## config.mk

```make
export PLATFORM = sky130hd
export DESIGN_NAME = mem_port_arbiter
export DESIGN_NICKNAME = d
export VERILOG_FILES = /design/src/rtl/mem_arb_pkg.sv /design/src/rtl/arb_wait_timer.sv /design/src/rtl/mem_port_arbiter.sv
export SDC_FILE = /design/constraint.sdc
export NUM_CORES = 1
export LEC_CHECK = 0
export ABC_AREA = 1
export ABC_CLOCK_PERIOD_IN_PS = 5450
export CAP_MARGIN = 5
export CORE_AREA = 2 2 122 124
export CTS_CLUSTER_SIZE = 25
export DETAILED_ROUTE_END_ITERATION = 6
export DIE_AREA = 0 0 124 126
export GPL_TIMING_DRIVEN = 1
export PLACE_DENSITY = 0.8
export SYNTH_ARGS = -nofsm -noshare
export SYNTH_HDL_FRONTEND = slang
export SYNTH_SLANG_ARGS = --single-unit
```

## constraint.sdc

```tcl
create_clock -name clk -period 5.45 [get_ports clk]
set_input_delay 0.8175 -clock clk [delete_from_list [all_inputs] [get_ports clk]]
set_output_delay 0.8175 -clock clk [all_outputs]
set_load 0.05 [all_outputs]
```

## src/rtl/mem_arb_pkg.sv

```systemverilog
// Shared encodings and sizing helpers for the two-requester memory port arbiter.
package mem_arb_pkg;

  typedef enum logic [1:0] {
    IDLE = 2'd0,
    BUSY = 2'd1,
    RESP = 2'd2
  } arb_state_e;

  localparam logic OWN_IF = 1'b0;
  localparam logic OWN_D  = 1'b1;

  // Watchdog counter width; a one-cycle timeout still needs a 1-bit counter.
  function automatic int timer_w(input int cycles);
    return (cycles > 1) ? $clog2(cycles) : 1;
  endfunction

endpackage

```

## src/rtl/arb_wait_timer.sv

```systemverilog
// Clear/enable cycle counter with a terminal-count flag, used as the BUSY watchdog.
module arb_wait_timer #(
  parameter int W        = 4,
  parameter int TERMINAL = 15
) (
  input  logic clk,
  input  logic rst,
  input  logic clr,
  input  logic en,
  output logic tc
);

  logic [W-1:0] count_r;

  // Counter: clear has priority over enable.
  always_ff @(posedge clk or posedge rst) begin
    if (rst) begin
      count_r <= {W{1'b0}};
    end else if (clr) begin
      count_r <= {W{1'b0}};
    end else if (en) begin
      count_r <= count_r + W'(1'b1);
    end else begin
      count_r <= count_r;
    end
  end

  assign tc = (count_r == W'(TERMINAL));

endmodule

```

## src/rtl/mem_port_arbiter.sv

```systemverilog
// Round-robin arbiter sharing the memory-map port between fetch (IF) and load/store (D),
// one transaction at a time, with wait-state support and a timeout watchdog.
module mem_port_arbiter
  import mem_arb_pkg::*;
#(
  parameter int ADDR_WIDTH     = 32,
  parameter int DATA_WIDTH     = 32,
  parameter int TIMEOUT_CYCLES = 16
) (
  input  logic                  clk,
  input  logic                  rst,
  input  logic                  if_req,
  input  logic [ADDR_WIDTH-1:0] if_addr,
  output logic                  if_done,
  output logic [DATA_WIDTH-1:0] if_rdata,
  output logic                  if_err,
  input  logic                  d_req,
  input  logic                  d_we,
  input  logic [ADDR_WIDTH-1:0] d_addr,
  input  logic [DATA_WIDTH-1:0] d_wdata,
  output logic                  d_done,
  output logic [DATA_WIDTH-1:0] d_rdata,
  output logic                  d_err,
  output logic                  bus_re,
  output logic                  bus_we,
  output logic [ADDR_WIDTH-1:0] bus_addr,
  output logic [DATA_WIDTH-1:0] bus_wdata,
  input  logic [DATA_WIDTH-1:0] bus_rdata,
  input  logic                  bus_ready,
  output logic                  owner
);

  localparam int TIMER_W = timer_w(TIMEOUT_CYCLES);

  arb_state_e state_r;
  logic       last_served_r;
  logic       grant_d_s;
  logic       timeout_s;
  logic       timer_clr_s;
  logic       timer_en_s;

  // D wins when it is the only requester, or on a tie when IF was served last.
  always_comb begin
    grant_d_s = 1'b0;
    if (d_req && (!if_req || (last_served_r == OWN_IF))) begin
      grant_d_s = 1'b1;
    end else begin
      grant_d_s = 1'b0;
    end
  end

  assign timer_en_s  = (state_r == BUSY);
  assign timer_clr_s = (state_r != BUSY);

  arb_wait_timer #(
    .W       (TIMER_W),
    .TERMINAL(TIMEOUT_CYCLES - 1)
  ) u_wait_timer (
    .clk(clk),
    .rst(rst),
    .clr(timer_clr_s),
    .en (timer_en_s),
    .tc (timeout_s)
  );

  // Arbitration FSM; every output is a register written here.
  always_ff @(posedge clk or posedge rst) begin
    if (rst) begin
      state_r       <= IDLE;
      last_served_r <= OWN_IF;
      owner         <= OWN_IF;
      bus_re        <= 1'b0;
      bus_we        <= 1'b0;
      bus_addr      <= {ADDR_WIDTH{1'b0}};
      bus_wdata     <= {DATA_WIDTH{1'b0}};
      if_done       <= 1'b0;
      if_rdata      <= {DATA_WIDTH{1'b0}};
      if_err        <= 1'b0;
      d_done        <= 1'b0;
      d_rdata       <= {DATA_WIDTH{1'b0}};
      d_err         <= 1'b0;
    end else begin
      case (state_r)
        IDLE: begin
          if (if_req || d_req) begin
            owner         <= grant_d_s;
            last_served_r <= grant_d_s;
            state_r       <= BUSY;
            if (grant_d_s) begin
              bus_addr  <= d_addr;
              bus_wdata <= d_wdata;
              bus_we    <= d_we;
              bus_re    <= ~d_we;
            end else begin
              bus_addr  <= if_addr;
              bus_wdata <= {DATA_WIDTH{1'b0}};
              bus_we    <= 1'b0;
              bus_re    <= 1'b1;
            end
          end else begin
            state_r <= IDLE;
          end
        end
        BUSY: begin
          // Ready beats a coincident timeout, so err is just the inverse of ready.
          if (bus_ready || timeout_s) begin
            bus_re  <= 1'b0;
            bus_we  <= 1'b0;
            state_r <= RESP;
            if (owner == OWN_D) begin
              d_done  <= 1'b1;
              d_rdata <= (bus_ready && !bus_we) ? bus_rdata : {DATA_WIDTH{1'b0}};
              d_err   <= ~bus_ready;
            end else begin
              if_done  <= 1'b1;
              if_rdata <= bus_ready ? bus_rdata : {DATA_WIDTH{1'b0}};
              if_err   <= ~bus_ready;
            end
          end else begin
            state_r <= BUSY;
          end
        end
        RESP: begin
          if_done <= 1'b0;
          d_done  <= 1'b0;
          state_r <= IDLE;
        end
        default: begin
          if_done <= 1'b0;
          d_done  <= 1'b0;
          bus_re  <= 1'b0;
          bus_we  <= 1'b0;
          state_r <= IDLE;
        end
      endcase
    end
  end

endmodule

```

-- Yosys cells after proc, flatten, opt, wreduce, memory -nomap -nowiden
Cells that the tools add are included.
- output and inout bits: 135
- input port bits: 134
- word-level logic and storage cells: 65
- flip-flop bits (word level): 141
- $add $sub $neg: 1
- reduce and logical (&&, ||, !) cells: 15
- bitwise gates (word level): 5
- mux-type cells: 23
- equal/unequal tests: 8
- operators with widths (kind ; count):
    32-bit two-way mux ; 4
    3-bit AND reduction ; 5
    1-bit two-way mux ; 11
    4-bit two-way mux ; 2
    2-bit inequality test, second input constant ; 3
    1-bit case mux with 3 select lines ; 2
    1-bit NOT ; 5
    4-bit by 1-bit adder with 4-bit output, second input constant ; 1
    4-bit == test, second input constant ; 1
    2-bit by 1-bit inequality test with 1-bit output, second input constant ; 2
    1-bit case mux with 2 select lines ; 2
    2-bit case mux with 2 select lines ; 1
    1-bit logical OR ; 3
    2-bit by 1-bit == test with 1-bit output, second input constant ; 1
    2-bit == test, second input constant ; 1
    1-bit logical AND ; 2
    1-bit zero test ; 2
    2-bit zero test ; 1
    2-bit two-way mux ; 1
    2-bit AND reduction ; 1
    2-bit nonzero test ; 1

-- Depth between registers and ports, before layout
Gate-level depths: netlist (run 1).
- depth in word-level cells: 7
- gate-level depth with buffers: 8
- gate-level depth less buffers: 7

-- Cells and area by module
Synthesis (run 1) repeated with hierarchy kept, for this count alone.
- cell total of the unflattened synthesis: 738
- area, all modules: 6244.7 sq um
- modules (own cells, without submodules) (module ; cells an instance ; instances ; area an instance (sq um)):
    mem_port_arbiter ; 711 ; 1 ; 6029.5
    arb_wait_timer ; 27 ; 1 ; 215.2

-- Worst setup path after synthesis (run 1)
No wires, ideal clock.
- path kind: input port to flip-flop
- start point: input port bus_ready
- end point: register d_rdata[19]
- cell stages on the path: 8
- buffers on the path: 3
- setup time: 0.131 ns
- data arrival time: 1.642 ns
- slack: 3.677 ns
- path through: buf_4 > inv_2 > nand2_1 > nand3_1 > buf_4 > buf_6 > nand2_1 > o21ai_0
- longest elaborated chain between the ends: 2
- RTL lines (element ; RTL line ; source):
    from (decl) ; mem_port_arbiter.sv:29 ; input logic bus_ready,
    1-bit logical OR / 1-bit logical AND (equally long branches) ; mem_port_arbiter.sv:106, mem_port_arbiter.sv:112 ;
    3-bit AND reduction (no source line) / 32-bit two-way mux (equally long branches) ; n/a ;
    to (signal assigned) ; mem_port_arbiter.sv:80 ; d_rdata <= {DATA_WIDTH{1'b0}};
    to (signal assigned) ; mem_port_arbiter.sv:112 ; d_rdata <= (bus_ready && !bus_we) ? bus_rdata : {DATA_WIDTH{1'b0}};
    to (decl) ; mem_port_arbiter.sv:22 ; output logic [DATA_WIDTH-1:0] d_rdata,
Parallel ways exist; a longest one is shown, timed or not.
A chain may end at the register's enable or synchronous reset.

-- Final worst setup path (run 1)
- start point: register state_r[1]
- end point: register bus_addr[9]
- longest elaborated chain between the ends: 2
- RTL lines (element ; RTL line ; source):
    from (decl) ; mem_port_arbiter.sv:35 ; arb_state_e state_r;
    from (signal assigned) ; mem_port_arbiter.sv:69 ; state_r <= IDLE;
    from (signal assigned) ; mem_port_arbiter.sv:88 ; state_r <= BUSY;
    from (signal assigned) ; mem_port_arbiter.sv:101 ; state_r <= IDLE;
    2-bit zero test ; mem_port_arbiter.sv:83 ; case (state_r)
    2-bit AND reduction (no source line) ; n/a ;
    to (signal assigned) ; mem_port_arbiter.sv:74 ; bus_addr <= {ADDR_WIDTH{1'b0}};
    to (signal assigned) ; mem_port_arbiter.sv:90 ; bus_addr <= d_addr;
    to (signal assigned) ; mem_port_arbiter.sv:95 ; bus_addr <= if_addr;
    to (decl) ; mem_port_arbiter.sv:26 ; output logic [ADDR_WIDTH-1:0] bus_addr,
No other way between the ends.

==> out/summary.txt, run 1 <==
CTS Buffer Depth: 2
Worst Hold Class: reg2reg
Worst-path clk slew: 0.06 ns
Post-synth EDFFs: 0
overall power: 6500 uW
Core Region: 14300 um^2
#FFs+latches synth: 141
Clock Sinks: 141
Critical Path Start Type: register
Most used DFF post-synth: dfrtp_1
WP data required: 5.74 ns
postcts setup bufs: 0
Cell variety after synth: 20
top-area cell type share of the netlist area: 59.4%
crit-path max FO: 67
synthesized instance count: 690
DR WL/cell: 15.3 um
Post-CTS Hold Fix Bufs: 0
Layout area overhead: 55.7%
top-count cell post-synth: nand2_1
Post-synth top cells: 308 x nand2_1, 141 x dfrtp_1, 73 x nand3_1, 38 x inv_1, 32 x o211ai_1
H-tree lvl count: 4
Initial Utilization: 41.5%
full die area: 15600 um^2
io pins: 269
Setup TNS: 0 ns
final WL: 17.4 mm
cell taking the most area after synthesis: dfrtp_1
Final setup viols: 0
Die H: 126 um
LEAKAGE: 0.00445 uW
# rows: 44
TritonRoute pass-1 iters: 5
sequential area share after synthesis: 59.4%
final slew viol count: 0
WS Path Type: reg2reg
Fin. Hold Viols: 0
filler cell count: 1228
via count: 5536
die width: 124 um
Post-CTS Resized: 0
Area contributors post-synth: dfrtp_1 59%, nand2_1 19%, nand3_1 6.1%, o211ai_1 4.0%, inv_1 2.4%
ys async rst share: 100%
Slew HR: 27.2%
CTS buffer count: 17
GRT Util Overall: 23.1%
worst slew pin tran: 1.09 ns
Layout Nets: 1075
peak supply drop: 0.377 mV
Final GP Congestion: 0.805
status: finished, final reports clean
vias in the first global route: 5504
max cap viols: 0
CTS tree: built
post-synthesis average cell area: 8.62 um^2
Final period util: 55.9%
PD cells: 703 nW/um^2
layout cells sized above 1: 5.14%
Iter 0 DRT Violations: 345
Register Area: 3530 um^2
PortBufs: 268
crit path time final: 3.05 ns
cells along the critical path: nor2_4 > inv_2 > nor2_4 > inv_2 > nand2_1 > nand2_1
synth warn: 0
first-pass GRT wire length: 27.8 mm
syn nets: 825
largest net degree at the start of global routing: 111
CP arrival: 3.34 ns
latest clock arrival within the worst-skew pair: 0.41 ns
critical path's slowest cell: nor2_4
Multi-input gate area: 2050 um^2
DRC viols: 0
Ant. Diodes: 0
synthesized area: 5940 um^2
drt via density: 4.87
Max Freq: 0.328 GHz
half-perimeter wire length after placement: 12.0 mm
ANT nets after route: 0
RSZ-0062 raised after global routing: false
grt total ovfl: 0
Hold WS: 0.462 ns
antenna violations before repair: 0
crit path capture type: register
Clock Skew: 0.00762 ns
critical path's largest stage delay: 0.67 ns
CTS root buf: clkbuf_16
[state kept, by name (all words and copies together), names as in the netlist]
signal / cells
bus_addr: 32
bus_wdata: 32
u_wait_timer.count_r: 4
d_done: 1
bus_we: 1
last_served_r: 1
d_rdata: 32
if_err: 1
if_done: 1
bus_re: 1
state_r: 2
if_rdata: 32
d_err: 1
[worst max-delay path: cells and delay by family, from the launching register on]
kind | cells | cell delay, ns
AND/OR/NAND/NOR | 4 | 1.60
buffers and inverters | 2 | 0.81
flip-flops | 1 | 0.45
[cell usage in the layout, fill, tap and decap left out, types with 5 or more instances in the layout]
cell type,instances
nand2_1,307
clkdlybuf4s50_1,268
dfrtp_1,141
nand3_1,72
inv_1,37
o211ai_1,32
o21ai_0,23
clkbuf_16,17
o21ai_1,14
clkinvlp_4,6
buf_4,6
nor2_1,5
[final cells by class]
class,instances,share of cell area (%)
Clock inverter,13,1.26
Clock buffer,19,4.79
Multi-Input combinational cell,465,22.2
Inverter,41,1.72
Timing Repair Buffer,274,29.5
Tap cell,184,2.49
Sequential cell,141,38.1
[final timing paths]
path	start	endpoint	slack, ns	cells past startpoint
max reg2reg	state_r[1]$_DFF_PP0_	bus_addr[9]$_DFFE_PP0P_	2.40	6
max	state_r[1]$_DFF_PP0_	bus_addr[9]$_DFFE_PP0P_	2.40	6
min	u_wait_timer.count_r[0]$_DFF_PP0_	u_wait_timer.count_r[0]$_DFF_PP0_	0.46	1
max in group asynchronous	rst	if_rdata[14]$_DFFE_PP0P_	3.43	3
min reg2reg	u_wait_timer.count_r[0]$_DFF_PP0_	u_wait_timer.count_r[0]$_DFF_PP0_	0.46	1
min in group asynchronous	rst	if_rdata[28]$_DFFE_PP0P_	1.00	2
[cells by family (layout without fill, tap and decap cells)]
logic type	after synthesis	count (layout)	share of synthesized area [%]
and+or+nand+nor	392	392	26.7
DFF	141	141	59.4
buffers and inverters	84	347	6.25
xor gates and xnor gates	1	1	0.147
AOI/OAI and AO/OA	71	71	7.32
adders and majority gates	1	1	0.210
[stage by stage]
step	utilization [%]	instances	area (um^2)	worst slack [ns]
finish	64.7	1137	9260	2.40
global route	64.7	1137	9260	2.01
CTS	64.7	1137	9260	2.36
detailed placement	60.8	1105	8700	2.20
global placement	60.8	1105	8700	2.19
floorplan	-	690	5940	0.851
[per-layer routing]
metal	vias to the layer above	global-route usage (%)	wire length (um)
met5	-	0	0
li1	2697	-	-
met2	236	37.3	8280
met1	2574	28.4	7190
met4	0	8.20	354
met3	29	8.47	1610
[report_power, final]
group          leakage, uW  internal (uW)  total, uW  switching (uW)
clock network     0.000258            640       1090             449
logic              0.00240           1110       3610            2490
registers          0.00180           1520       1810             290
total              0.00445           3270       6500            3230
No activity file was read; power rests on OpenSTA's default activity.
==> run 2: changes to the inputs <==
--- a/config.mk
+++ b/config.mk
@@ -6,7 +6,7 @@
 export NUM_CORES = 1
 export LEC_CHECK = 0
 export ABC_AREA = 1
-export ABC_CLOCK_PERIOD_IN_PS = 5450
+export ABC_CLOCK_PERIOD_IN_PS = 3090
 export CAP_MARGIN = 5
 export CORE_AREA = 2 2 122 124
 export CTS_CLUSTER_SIZE = 25
==> constraint.sdc (replaced) <==
create_clock -name clk -period 3.09 [get_ports clk]
set_input_delay 0.4635 -clock clk [delete_from_list [all_inputs] [get_ports clk]]
set_output_delay 0.4635 -clock clk [all_outputs]
set_load 0.05 [all_outputs]
==> out/summary.txt, run 2 (synthesis results as in run 1) <==
Worst Reg-to-Reg Cells: 6 (unchanged)
CP arrival: 1.75 ns (-1.59 ns)
CTS Buffer Depth: 2 (unchanged)
WS Path Type: reg2out
Initial Utilization: 41.5% (unchanged)
Post-Layout Cell Count: 1143 (+0.53%)
most frequent cells in the layout: 307 x nand2_1, 268 x clkdlybuf4s50_1, 141 x dfrtp_1, 72 x nand3_1, 37 x inv_1
critical path's largest stage delay: 0.87 ns (+0.20 ns)
Slew HR: 54.1% (+27 points)
buffers and inverters on the worst path: 1 (-1)
Worst Hold Class: in2async
CTS root buf: clkbuf_16
worst slew pin tran: 0.687 ns (-0.406 ns)
Layout area overhead: 57.3%
reg2reg setup slack: 1.30 ns (-1.10 ns)
largest net degree at the start of global routing: 68 (-39%)
crit path capture type: primary output
Placed Cells: 1111 (+0.54%)
Core Region: 14300 um^2 (unchanged)
half-perimeter wire length after placement: 12.2 mm (+1.9%)
PD cells: 1240 nW/um^2 (+77%)
crit-path max FO: 6 (-91%)
latest clock arrival within the worst-skew pair: 0.41 ns (about the same)
Crit path depth: 1 (-5)
cells along the critical path: clkdlybuf4s50_1
layout cells sized above 1: 5.63% (+0.49 points)
H-tree lvl count: 4 (unchanged)
RR Endpoint: d_rdata[19]$_DFFE_PP0P_
Max Freq: 0.452 GHz
Post-CTS Hold Fix Bufs: 0 (unchanged)
Post-CTS Resized: 0 (unchanged)
Setup TNS: 0 ns (unchanged)
final WL: 17.5 mm (+0.62%)
die width: 124 um (unchanged)
CP delay by family, top: buffers and inverters
first-pass GRT wire length: 28.2 mm (+1.4%)
Iter 0 DRT Violations: 351 (+1.7%)
TritonRoute pass-1 iters: 4 (-1)
placed inst area: 8750 um^2 (+0.65%)
# rows: 44 (unchanged)
max cap viols: 0 (unchanged)
Ant. Diodes: 0 (unchanged)
via count: 5547 (+0.20%)
WP data required: 2.63 ns (-3.11 ns)
Final setup viols: 0 (unchanged)
vias in the first global route: 5514 (+0.18%)
Clock Skew: 0.00914 ns (+0.00152 ns)
LEAKAGE: 0.00451 uW (+1.4%)
CTS tree: built
Worst-path clk slew: 0.06 ns (about the same)
ANT nets after route: 0 (unchanged)
Clock Sinks: 141 (unchanged)
full die area: 15600 um^2 (unchanged)
Final GP Congestion: 0.762 (-5.4%)
Die H: 126 um (unchanged)
Fin. Hold Viols: 0 (unchanged)
crit path time final: 2.21 ns
GRT Util Overall: 23.3% (+0.21 points)
status: finished, final reports clean
Design Area, Final: 9350 um^2 (+1.0%)
DR WL/cell: 15.3 um (about the same)
RSZ-0062 raised after global routing: false
leading cell type in the layout, fill and taps excluded: nand2_1
grt total ovfl: 0 (unchanged)
io pins: 269 (unchanged)
Critical Path Start Type: register
postcts setup bufs: 0 (unchanged)
DRC viols: 0 (unchanged)
peak supply drop: 0.614 mV (+63%)
RR Startpoint: u_wait_timer.count_r[0]$_DFF_PP0_
filler cell count: 1234 (+0.49%)
drt via density: 4.85 (-0.33%)
antenna violations before repair: 0 (unchanged)
CP endpoint: owner
critical path's slowest cell: clkdlybuf4s50_1
Crit. Startpoint: last_served_r$_DFFE_PP0P_
PortBufs: 268 (unchanged)
Final period util: 71.6%
final slew viol count: 0 (unchanged)
Layout Nets: 1081 (+0.56%)
CTS buffer count: 17 (unchanged)
## run 2: cell count changes in the layout (fill, tap and decap cells not counted)
cell and change:
clkbuf_1 +1, buf_4 +5, inv_6 -1, bufinv_16 +1
clkinv_4 -1, clkbuf_8 +3, buf_12 +1, clkinvlp_4 -3
## run 2: final cells by class
class | instances | area (um^2) | area share, %
flip-flops and latches | 141 | 3530 | 37.7
clock buffers | 23 | 488 | 5.22
clock inverters | 9 | 108 | 1.15
multi-input cells | 465 | 2050 | 21.9
repair buffers | 280 | 2790 | 29.8
well taps | 184 | 230 | 2.46
inverters | 41 | 158 | 1.69
## run 2: layer usage
layer | vias up | share of wire [%] | track usage (%)
li1 | 2710 | - | -
met1 | 2565 | 40 | 27.6
met2 | 239 | 47 | 37.7
met3 | 33 | 11 | 9.47
met4 | 0 | 2.6 | 8.99
met5 | - | 0 | 0
## run 2: power by group
part	internal, uW	total (uW)	switching, uW
sequential	2680	3170	488
combinational	2000	6420	4420
clock	1280	2050	771
total	5950	11600	5680
## run 2: worst min path at each step
stage / start / endpoint / cells past startpoint
6_report: rst / if_rdata[27]$_DFFE_PP0P_ / 2
5_1_grt: rst / if_rdata[27]$_DFFE_PP0P_ / 2
4_1_cts: rst / if_rdata[27]$_DFFE_PP0P_ / 2
3_5_place_dp: u_wait_timer.count_r[0]$_DFF_PP0_ / u_wait_timer.count_r[0]$_DFF_PP0_ / 1
3_3_place_gp: u_wait_timer.count_r[0]$_DFF_PP0_ / u_wait_timer.count_r[0]$_DFF_PP0_ / 1
2_1_floorplan: u_wait_timer.count_r[0]$_DFF_PP0_ / u_wait_timer.count_r[0]$_DFF_PP0_ / 1
## run 2: per-stage QoR
stage | worst slack, ns | power, uW | util [%] | hold slack (ns)
floorplan | 0.863 | 7320 | - | 0.433
global placement | 1.06 | 9540 | 61.2 | 0.450
detailed placement | 1.03 | 9630 | 61.2 | 0.453
CTS | 0.841 | 11700 | 65.3 | 0.317
global route | 0.815 | 12300 | 65.3 | 0.344
finish | 0.878 | 11600 | 65.3 | 0.326
==> patch 1: new RTL, flow settings as in run 2 <==
Put one more register stage on the output `if_err`, with the module's reset. The value now appears one clock later. The other outputs are not delayed to match.
--- a/src/rtl/mem_port_arbiter.sv
+++ b/src/rtl/mem_port_arbiter.sv
@@ -33,2 +33,4 @@
   localparam int TIMER_W = timer_w(TIMEOUT_CYCLES);
+
+  logic if_err_s0;
 
@@ -77,3 +79,3 @@
       if_rdata      <= {DATA_WIDTH{1'b0}};
-      if_err        <= 1'b0;
+      if_err_s0     <= 1'b0;
       d_done        <= 1'b0;
@@ -116,3 +118,3 @@
               if_rdata <= bus_ready ? bus_rdata : {DATA_WIDTH{1'b0}};
-              if_err   <= ~bus_ready;
+              if_err_s0 <= ~bus_ready;
             end
@@ -138,2 +140,10 @@
 
+  always_ff @(posedge clk or posedge rst) begin
+    if (rst) begin
+      if_err <= '0;
+    end else begin
+      if_err <= if_err_s0;
+    end
+  end
+
 endmodule
Behaviour: no difference found for any inputs over 4 cycles, from zero or initial values and one cycle with rst high; that may be too few to reach the edited logic, so the function may still have changed.
==> patch 1 against run 2 <==
- synthesized area is 0.42% higher
- cell area increased by 1.3%
- sequential cell count up 1
- routed wire length grew 1.1%
- power grew 2.0%
- maximum frequency decreased by 5.8%
- setup slack worse by 140 ps
- critical path depth stayed put
- highest routed layer unchanged
==> patch 1: results (changes against run 2) <==
Critical R2R Capture bus_addr[24]$_DFFE_PP0P_ (was d_rdata[19]$_DFFE_PP0P_); DR iter-0 viols 284 (was 351); DRT Pass-1 Iters 5 (was 4); status completed (unchanged); final net count 1083 (was 1081); met2 routed WL 8.690 mm (was 8.241 mm); WL final 17.74 mm (was 17.54 mm); R2R depth 7 (was 6); vias in the first global route 5545 (was 5514); hold crit path type flop to flop (was input pin to asynchronous set/reset pin); Worst R2R Start state_r[0]$_DFF_PP0_ (was u_wait_timer.count_r[0]$_DFF_PP0_); Arr. time, crit path 1880 ps (was 1750 ps); ranking of synthesized cells by area dfrtp_1 (60%), nand2_1 (19%), nand3_1 (6.1%) (was dfrtp_1 (59%), nand2_1 (19%), nand3_1 (6.1%)); syn nets 826 (was 825); met3 usage 8.696% (was 9.466%); Highest Clock Rate 425.9 MHz (was 452.1 MHz); Vias/cell 4.799 (was 4.853); Placed Area 0.008811 mm² (was 0.008753 mm²); Mapped Cells 691 (was 690); DR vias 5495 (was 5547); Slew HR 48.00% (was 54.06%); area share of xor/xnor cells in the synthesized design 0.1467% (was 0.1473%); wire length on met3 1.714 mm (was 1.867 mm); HPWL after DPL 12.37 mm (was 12.24 mm); RePlAce Congestion 0.8015 (was 0.7620); Sw Pwr 5675 µW (was 5678 µW); met2 usage in global routing 39.53% (was 37.69%); LEAKAGE 0.004564 µW (was 0.004512 µW); Post-synth top cells nand2_1 (308), dfrtp_1 (142), nand3_1 (73) (was nand2_1 (308), dfrtp_1 (141), nand3_1 (73)); complex-gate fraction of the synthesized area 7.294% (was 7.325%); Hold WS 380.0 ps (was 325.7 ps); first-pass GRT wire length 28.59 mm (was 28.23 mm); proportion of layout cells with a drive suffix above 1 5.723% (was 5.631%)
## patch 1: changes by cell type after synthesis
cell     before  now
dfrtp_1     141  142
## patch 1: cell type report
cell class	instances	area, µm²
multi-input cells	465	2052
fillers	1182	4845
clock buffers	22	474.2
inverters	41	157.7
repair buffers	281	2818
flip-flops and latches	142	3553
clock inverters	10	183.9
well taps	184	230.2
## patch 1: logic make-up after synthesis
group	Yosys count
AO/OA/AOI/OAI	71
XOR/XNOR	1
adder cells (fa/ha/maj)	1
buffers and inverters	84
flip-flops	142
AND/OR/NAND/NOR	392
## patch 1: power by group through the flow
| stage | sequential [µW] | clock (µW) | combinational, µW |
|---|---|---|---|
| 3_3_place_gp | 3190 | 0 | 6360 |
| 2_1_floorplan | 5950 | 0 | 1390 |
| 6_report | 3210 | 2260 | 6400 |
| 5_1_grt | 3310 | 2380 | 6780 |
| 4_1_cts | 3210 | 2300 | 6450 |
| 3_5_place_dp | 3200 | 0 | 6440 |
==> patch 2: new RTL, settings of run 2 <==
Made on the original files. Change the parameter `ADDR_WIDTH` from 32 to 48.
--- a/src/rtl/mem_port_arbiter.sv
+++ b/src/rtl/mem_port_arbiter.sv
@@ -5,3 +5,3 @@
 #(
-  parameter int ADDR_WIDTH     = 32,
+  parameter int ADDR_WIDTH     = 48,
   parameter int DATA_WIDTH     = 32,
Interface: changed (resized bus_addr, d_addr and if_addr); port bits go from 269 to 317. No check against the original RTL was run, so the function may have changed too.
==> patch 2 against run 2 <==
- cell area up 12%
- sequential share of layout area down 0.087 points
- setup slack worse by 57 ps
- final cell count up 8.0%
- critical path depth unchanged
- synthesized cell count up 7.7%
- power up 16%
- routed wire length up 16%
- sequential cell count up 16
- synthesized area up 9.6%
==> patch 2: results (changes against run 2) <==
non-clock buffer share of cell area 31.59% (was 29.79%); Critical R2R Capture if_err$_DFFE_PP0P_ (was d_rdata[19]$_DFFE_PP0P_); Syn Area/Cell 8.765 µm² (was 8.615 µm²); Post-Synth Adder-Cell Area 0.1921% (was 0.2105%); final net count 1205 (was 1081); wire length per cell 16.46 µm (was 15.35 µm); Filler cells 1080 (was 1234); Hold WS 299.3 ps (was 325.7 ps); Place WS 1064 ps (was 1032 ps); Post-synth top cells nand2_1 (309), dfrtp_1 (157), nand3_1 (69) (was nand2_1 (308), dfrtp_1 (141), nand3_1 (73)); port bufs 316 (was 268); Fin Clk Skew 11.79 ps (was 9.144 ps); Arr. time, crit path 1810 ps (was 1750 ps); vias in the first global route 6180 (was 5514); Total GRT Usage 26.96% (was 23.30%); multi-input combinational area share 21.78% (was 21.95%); Unique masters post-synth 21 (was 20); DRT Pass-1 Iters 7 (was 4); complex-gate fraction of the synthesized area 7.685% (was 7.325%); internal power 6933 µW (was 5954 µW); syn nets 910 (was 825); WL final 20.33 mm (was 17.54 mm); bufs w/o clock 327 (was 280); LEAKAGE 0.004744 µW (was 0.004512 µW); worst slew pin tran 687.4 ps (was 686.7 ps); sequential fraction of total cell area 37.65% (was 37.74%); proportion of layout cells with a drive suffix above 1 5.043% (was 5.631%); first-pass GRT wire length 32.43 mm (was 28.23 mm); Vias/cell 5.030 (was 4.853); Placed Area 0.009761 mm² (was 0.008753 mm²); register area share after synthesis 60.33% (was 59.36%); Antenna diodes 0 (unchanged); Worst R2R Start state_r[1]$_DFF_PP0_ (was u_wait_timer.count_r[0]$_DFF_PP0_); Worst Setup SP last_served_r$_DFFE_PP0P_ (unchanged); final worst-path cycle share 73.42% (was 71.58%); PD cells 1297 mW/mm² (was 1244 mW/mm²); area share of xor/xnor cells in the synthesized design 0.1345% (was 0.1473%); status completed (unchanged); Max clock buf depth 2 (unchanged); clock buffers 20 (was 23); fin util 72.89% (was 65.31%); flops & latches, synth 157 (was 141); mux cell area share after synthesis 0% (unchanged); Logic inverters 8 (was 41); Crit path largest cell delay 900 ps (was 870 ps); ClkCell Share 6.452% (was 6.370%); pin count of the biggest net entering global routing 95 (was 68); R2R depth 7 (was 6); RePlAce Congestion 0.8217 (was 0.7620); Multi-Input Combinational 527 (was 465); DR iter-0 viols 377 (was 351); ranking of synthesized cells by area dfrtp_1 (60%), nand2_1 (18%), nand3_1 (5.3%) (was dfrtp_1 (59%), nand2_1 (19%), nand3_1 (6.1%)); worst vdd rail ir drop 0.0007337 V (was 0.0006142 V); HPWL after DPL 14.41 mm (was 12.24 mm)
-- patch 2: cell count changes after synthesis, sizes merged --
| cell | run 2 | this run |
|---|---|---|
| a31oi | 0 | 48 |
| nor2 | 10 | 57 |
| inv | 41 | 8 |
| o211ai | 32 | 0 |
| dfrtp | 141 | 157 |
| buf | 29 | 42 |
| clkbuf | 14 | 9 |
| nand3 | 73 | 70 |
| nand2 | 309 | 310 |
| o21ai | 37 | 38 |
-- patch 2: metal layers --
layer  track usage [%]  wire, µm  vias to the layer above
met2             43.37      9600                      264
met1             32.54      8054                     2907
met5                 0         0                        -
met3             10.78      2137                       40
li1                  -         -                     3001
met4             10.11       535                        0
-- patch 2: power groups by stage --
stage                     Clock, µW  Sequential [µW]  Combinational (µW)
after floorplan                   0             6920                1600
after global placement            0             3610                7510
after detailed placement          0             3630                7580
after CTS                      2380             3620                7610
after global routing           2480             3750                8010
final                          2360             3620                7550
